[config.mk]
export PLATFORM = sky130hd
export DESIGN_NAME = uc_engine_outq
export DESIGN_NICKNAME = d
export VERILOG_FILES = /design/src/rtl/uc_engine_outq.sv
export SDC_FILE = /design/constraint.sdc
export NUM_CORES = 1
export LEC_CHECK = 0
export CORE_ASPECT_RATIO = 0.8
export CORE_MARGIN = 3
export CORE_UTILIZATION = 25
export CTS_CLUSTER_SIZE = 20
export DETAILED_ROUTE_END_ITERATION = 10
export HOLD_SLACK_MARGIN = 0.15
export SLEW_MARGIN = 25
export SYNTH_ARGS = -nofsm -noshare
export SYNTH_HDL_FRONTEND = slang
export SYNTH_SLANG_ARGS = --single-unit
[constraint.sdc]
create_clock -name clk -period 6.7 [get_ports clk]
set_input_delay 1.34 -clock clk [delete_from_list [all_inputs] [get_ports clk]]
set_output_delay 1.34 -clock clk [all_outputs]
set_load 0.01 [all_outputs]
[src/rtl/uc_engine_outq.sv]
// Per-engine unit-clause output queue: FWFT circular buffer with duplicate
// suppression and complementary-literal (local conflict) detection.
module uc_engine_outq #(
    parameter int DEPTH = 8,
    parameter int LIT_W = 8
) (
    input  logic                           clk,
    input  logic                           rst,
    input  logic                           eng_push,
    input  logic signed [LIT_W-1:0]        eng_lit,
    output logic                           eng_full,
    input  logic                           flush,
    input  logic                           uca_pop,
    output logic signed [LIT_W-1:0]        eng2uca_min,
    output logic                           eng2uca_valid,
    output logic                           eng2uca_empty,
    output logic                           local_conflict,
    output logic                           dup_drop,
    output logic [$clog2(DEPTH):0]         count
);

    localparam int PTR_W = $clog2(DEPTH);
    localparam int CNT_W = PTR_W + 1;
    localparam logic [CNT_W-1:0] FULL_COUNT = CNT_W'(DEPTH);
    localparam logic signed [LIT_W-1:0] MOST_NEG = {1'b1, {(LIT_W-1){1'b0}}};

    // Entries live in flops, not RAM: every slot is compared against each push.
    logic signed [LIT_W-1:0] lit_reg [DEPTH];
    logic [DEPTH-1:0]        valid_reg;
    logic [PTR_W-1:0]        rd_ptr_reg;
    logic [PTR_W-1:0]        wr_ptr_reg;
    logic [CNT_W-1:0]        count_reg;
    logic [CNT_W-1:0]        count_next;
    logic                    eng_full_reg;
    logic                    dup_drop_reg;
    logic                    conflict_reg;

    logic signed [LIT_W-1:0] neg_lit;
    logic [DEPTH-1:0]        dup_hit;
    logic [DEPTH-1:0]        comp_hit;
    logic                    is_empty;
    logic                    is_full;
    logic                    push_req;
    logic                    do_pop;
    logic                    do_push;

    assign neg_lit = -eng_lit;

    genvar gi;
    generate
        for (gi = 0; gi < DEPTH; gi++) begin : g_match
            assign dup_hit[gi]  = valid_reg[gi] && (lit_reg[gi] == eng_lit);
            assign comp_hit[gi] = valid_reg[gi] && (lit_reg[gi] == neg_lit);
        end
    endgenerate

    assign is_empty = (count_reg == '0);
    assign is_full  = (count_reg == FULL_COUNT);
    assign push_req = eng_push && (eng_lit != '0);
    assign do_pop   = uca_pop && !is_empty;
    // A full queue can still accept when the head leaves in the same cycle.
    assign do_push  = push_req && !(|dup_hit) && (!is_full || do_pop);

    always_comb begin
        count_next = count_reg;
        case ({do_push, do_pop})
            2'b10:   count_next = count_reg + 1'b1;
            2'b01:   count_next = count_reg - 1'b1;
            default: count_next = count_reg;
        endcase
    end

    always_ff @(posedge clk or posedge rst) begin
        if (rst) begin
            valid_reg    <= '0;
            rd_ptr_reg   <= '0;
            wr_ptr_reg   <= '0;
            count_reg    <= '0;
            eng_full_reg <= 1'b0;
            dup_drop_reg <= 1'b0;
            conflict_reg <= 1'b0;
        end else if (flush) begin
            valid_reg    <= '0;
            rd_ptr_reg   <= '0;
            wr_ptr_reg   <= '0;
            count_reg    <= '0;
            eng_full_reg <= 1'b0;
            dup_drop_reg <= 1'b0;
            conflict_reg <= 1'b0;
        end else begin
            // Clear-then-set ordering lets a write land on the slot being popped.
            if (do_pop) begin
                valid_reg[rd_ptr_reg] <= 1'b0;
                rd_ptr_reg            <= rd_ptr_reg + 1'b1;
            end
            if (do_push) begin
                valid_reg[wr_ptr_reg] <= 1'b1;
                wr_ptr_reg            <= wr_ptr_reg + 1'b1;
            end
            count_reg    <= count_next;
            eng_full_reg <= (count_next == FULL_COUNT);
            dup_drop_reg <= push_req && (|dup_hit);
            if (push_req && (|comp_hit))
                conflict_reg <= 1'b1;
        end
    end

    // Literal payload needs no reset; the head is masked while empty.
    always_ff @(posedge clk) begin
        if (!flush && do_push)
            lit_reg[wr_ptr_reg] <= eng_lit;
    end

    assign eng2uca_empty  = is_empty;
    assign eng2uca_valid  = !is_empty;
    assign eng2uca_min    = is_empty ? '0 : lit_reg[rd_ptr_reg];
    assign eng_full       = eng_full_reg;
    assign dup_drop       = dup_drop_reg;
    assign local_conflict = conflict_reg;
    assign count          = count_reg;

    a_no_push_when_full: assert property (@(posedge clk) disable iff (rst || flush)
        !(push_req && is_full && !uca_pop));

    a_no_most_negative: assert property (@(posedge clk) disable iff (rst)
        !(eng_push && (eng_lit == MOST_NEG)));

endmodule

==> impl_metrics.toml <==
[pwr]
power_frac_seq_pct = 37.3
total_power_mw = 1.65
p_int_mw = 1.08
power_frac_comb_pct = 32.1
power.share.clock_pct = 30.6
p_leak_nw = 2.07
p_sw_share_pct = 34.7
cellPowerDensity_mw_per_mm2 = 259
ir_worst_vdd_mv = 0.110
switching_power_mw = 0.573

[sta]
setup_viol = 0
min_period_ns = 5.36
maxSlewViolCount = 0
fmax_mhz = 187
setup_tns_ns = 0
report.final.hold_viol_count = 0
fin_worst_skew_ns = 0.0126
max_slew_margin_pct = 27.0
fin_crit_sh_pct = 80.0
rsz0062_at_grt = "false"
setup_slack_ns = 1.34
worst_pin_slew_ns = 1.09

[finish]
area_growth_syn_to_layout_pct = 16.4
drive_above_1_share_pct = 11.2
final_common_cell = "xnor2_1"
largest_reg_flops = 64
diodes = 0
layout_common_cells = "xnor2_1 (87), edfxtp_1 (64), nor2_1 (31)"
nets = 540

[synthesis]
syn_area_mm2 = 0.00547
synth_compound_area_share_pct = 10.3
syn_nets = 511
yosys.area.top_type_share_pct = 35.1
yosys.area_share.simple_pct = 14.6
synth_fa_ha_area_share_pct = 1.51
syn_inst = 492
yosys_warnings = 0
synth_flop_cell = "edfxtp_1"
synth_top_area_cell = "edfxtp_1"
synthTopCellsByArea = "edfxtp_1 (35%), xnor2_1 (14%), dfrtp_1 (9.6%), xor2_1 (4.5%), mux2i_1 (2.7%)"
ys_seq_area_share_pct = 44.7
syn_avg_cell_area_um2 = 11.1
synth.distinct_cells = 72
async_reset_ff_share_pct = 24.7
synth-xor-area-share_pct = 20.4
synth_top_family_by_area = "XOR/XNOR gates"
muxShareOfSynthArea_pct = 5.01
ys_ff_latch = 85
synth_edf_count = 64

[worst_setup_path]
worstPathMaxFanout = 21
arrival_ns = 5.63
crit_path_top_delay_cell = "clkdlybuf4s50_1"
cp-start-kind = "primary input"
cp_data_required_time_ns = 6.98
r2r_cells = 12
rr_endpoint = "eng_full"
critPathCaptureType = "flop"
crit_type = "in -> reg"
r2r_slack_ns = 2.99
crit_top_cell = "a21o_1"
path_cells = "clkdlybuf4s50_1 -> xnor2_1 -> nand3_1 -> nor4_1 -> nor4_4 -> a31oi_1 -> ha_1 -> a21o_1 -> a21o_1 -> nor3_1 -> a22oi_1 -> o221ai_1 -> and4_1"
reg2reg_from = "lit_reg[4][7]"
cpPeakStageDelay_ns = 0.97

[die]
fp.dieH_um = 138
rows = 47
start_util_pct = 25.9
io_pins = 30
coreArea_mm2 = 0.0211
die_x_um = 171
dieArea_mm2 = 0.0237

[route]
antenna_left = 0
drtPass1Iterations = 5
wl_per_cell_um = 20.3
drcViolationCount = 0
routed_wl_um = 16100
vias_per_cell = 5.05
first_iter_violations = 468
num_vias = 4014

[global_routing]
antenna_found_initial = 0
grt_overflow = 0
grt_util_all_layers_pct = 13.6
grt_max_degree = 29
grt_pass1_wl_um = 24300
grt_pass1_vias = 3851

[place]
post-dp-hpwl_um = 11900
port_buffers = 29
place_ws_ns = 1.06
gp_congestion = 0.907

[cts]
clockBufferDepth = 2
ctsHoldBuffers = 0
cts.clk_slew.worst_paths_ns = 0.07
cts_buffers = 9
clock-sinks = 85
cts_htree_levels = 3
cts_tree = "done"
clockRootBuffer = "clkbuf_16"
clock_latency_ns = 0.35
post-cts-setup-buffers = 0
ctsResizeCount = 0

[hold_path]
hold_depth = 2
min_to = "valid_reg[2]"
hp-class = "reg -> reg"
holdCritStartpoint = "valid_reg[2]"

[job]
cap_violations = 0

[run_status]
status = "completed"
[stage by stage]
stage / instance area (um^2) / hold WS [ns] / utilization (%) / instances
after CTS: 6370 / 0.573 / 30.2 / 795
final: 6370 / 0.581 / 30.2 / 795
after global placement: 6070 / 0.550 / 28.7 / 779
after global routing: 6370 / 0.599 / 30.2 / 795
after detailed placement: 6070 / 0.556 / 28.7 / 779
after floorplan: 5470 / 0.477 / - / 492
[cell type report]
class,instances,area (um^2)
Fill cell,2130,14700
Multi-Input combinational cell,368,2840
Sequential cell,85,2450
Timing Repair Buffer,43,395
Tap cell,269,337
Clock buffer,9,225
Clock inverter,7,73.8
Inverter,14,52.6
[cell usage after synthesis (2+ instances only)]
| master | instances |
|---|---|
| a2111oi_2 | 2 |
| buf_1 | 2 |
| o22ai_1 | 4 |
| o21ai_0 | 12 |
| o211ai_1 | 3 |
| clkbuf_1 | 11 |
| nor3_1 | 18 |
| mux2i_1 | 15 |
| or3_1 | 2 |
| nor4_1 | 3 |
| mux2_2 | 3 |
| nor4_4 | 2 |
| a21oi_1 | 8 |
| a22oi_1 | 6 |
| ha_1 | 5 |
| nand3b_1 | 2 |
| nor2b_1 | 6 |
| a211oi_1 | 6 |
| inv_1 | 13 |
| buf_2 | 4 |
| o31ai_1 | 2 |
| o311ai_0 | 2 |
| xor2_2 | 2 |
| xnor2_1 | 87 |
| nand4_1 | 14 |
| o21ai_1 | 3 |
| buf_4 | 6 |
| edfxtp_1 | 64 |
| a31oi_1 | 3 |
| mux4_2 | 4 |
| dfrtp_1 | 21 |
| nand2_1 | 20 |
| o41ai_1 | 2 |
| xnor2_2 | 3 |
| xor2_1 | 28 |
| nor2_1 | 31 |
| o32ai_1 | 2 |
| nand3_2 | 3 |
| a21o_1 | 2 |
| and3_1 | 3 |
| nand2b_1 | 6 |
| buf_6 | 2 |
| a22o_1 | 5 |
| nand3_1 | 22 |
[worst max path at each step]
stage	from	to	slack [ns]	cells past startpoint
2_1_floorplan	eng_lit[0]	eng_full	2.43	14
3_3_place_gp	eng_lit[0]	eng_full	1.26	14
3_5_place_dp	eng_lit[2]	eng_full	1.06	13
4_1_cts	eng_lit[2]	eng_full	1.42	13
5_1_grt	eng_lit[2]	eng_full	1.09	13
6_report	eng_lit[2]	eng_full	1.34	13
[power groups by stage]
stage | Sequential, mW | Clock (mW) | Combinational [mW]
2_1_floorplan | 0.622 | 0 | 0.320
6_report | 0.615 | 0.505 | 0.530
3_3_place_gp | 0.625 | 0 | 0.532
3_5_place_dp | 0.625 | 0 | 0.531
4_1_cts | 0.614 | 0.515 | 0.532
5_1_grt | 0.617 | 0.537 | 0.574
[layer usage]
metal,vias up,part of all wire [%],global-route usage (%)
met5,-,0,0
met4,0,1.8,3.22
met3,23,8.1,2.97
met2,175,42,18.8
met1,1961,48,21.4
li1,1855,-,-
[cells by family after synthesis]
| family | after synthesis |
|---|---|
| and+or+nand+nor | 144 |
| xor gates and xnor gates | 121 |
| DFF | 85 |
| AOI/OAI and AO/OA | 75 |
| buffers and inverters | 39 |
| muxes | 22 |
| adders and majority gates | 6 |
[worst max-delay path: cells and delay by family]
kind	cells	cell delay, ns
compound gates	5	1.40
buf+inv	1	0.97
simple gates	5	1.10
xor+xnor	1	0.44
fa+ha+maj	1	0.37
Power figures use the tool's default switching activity.
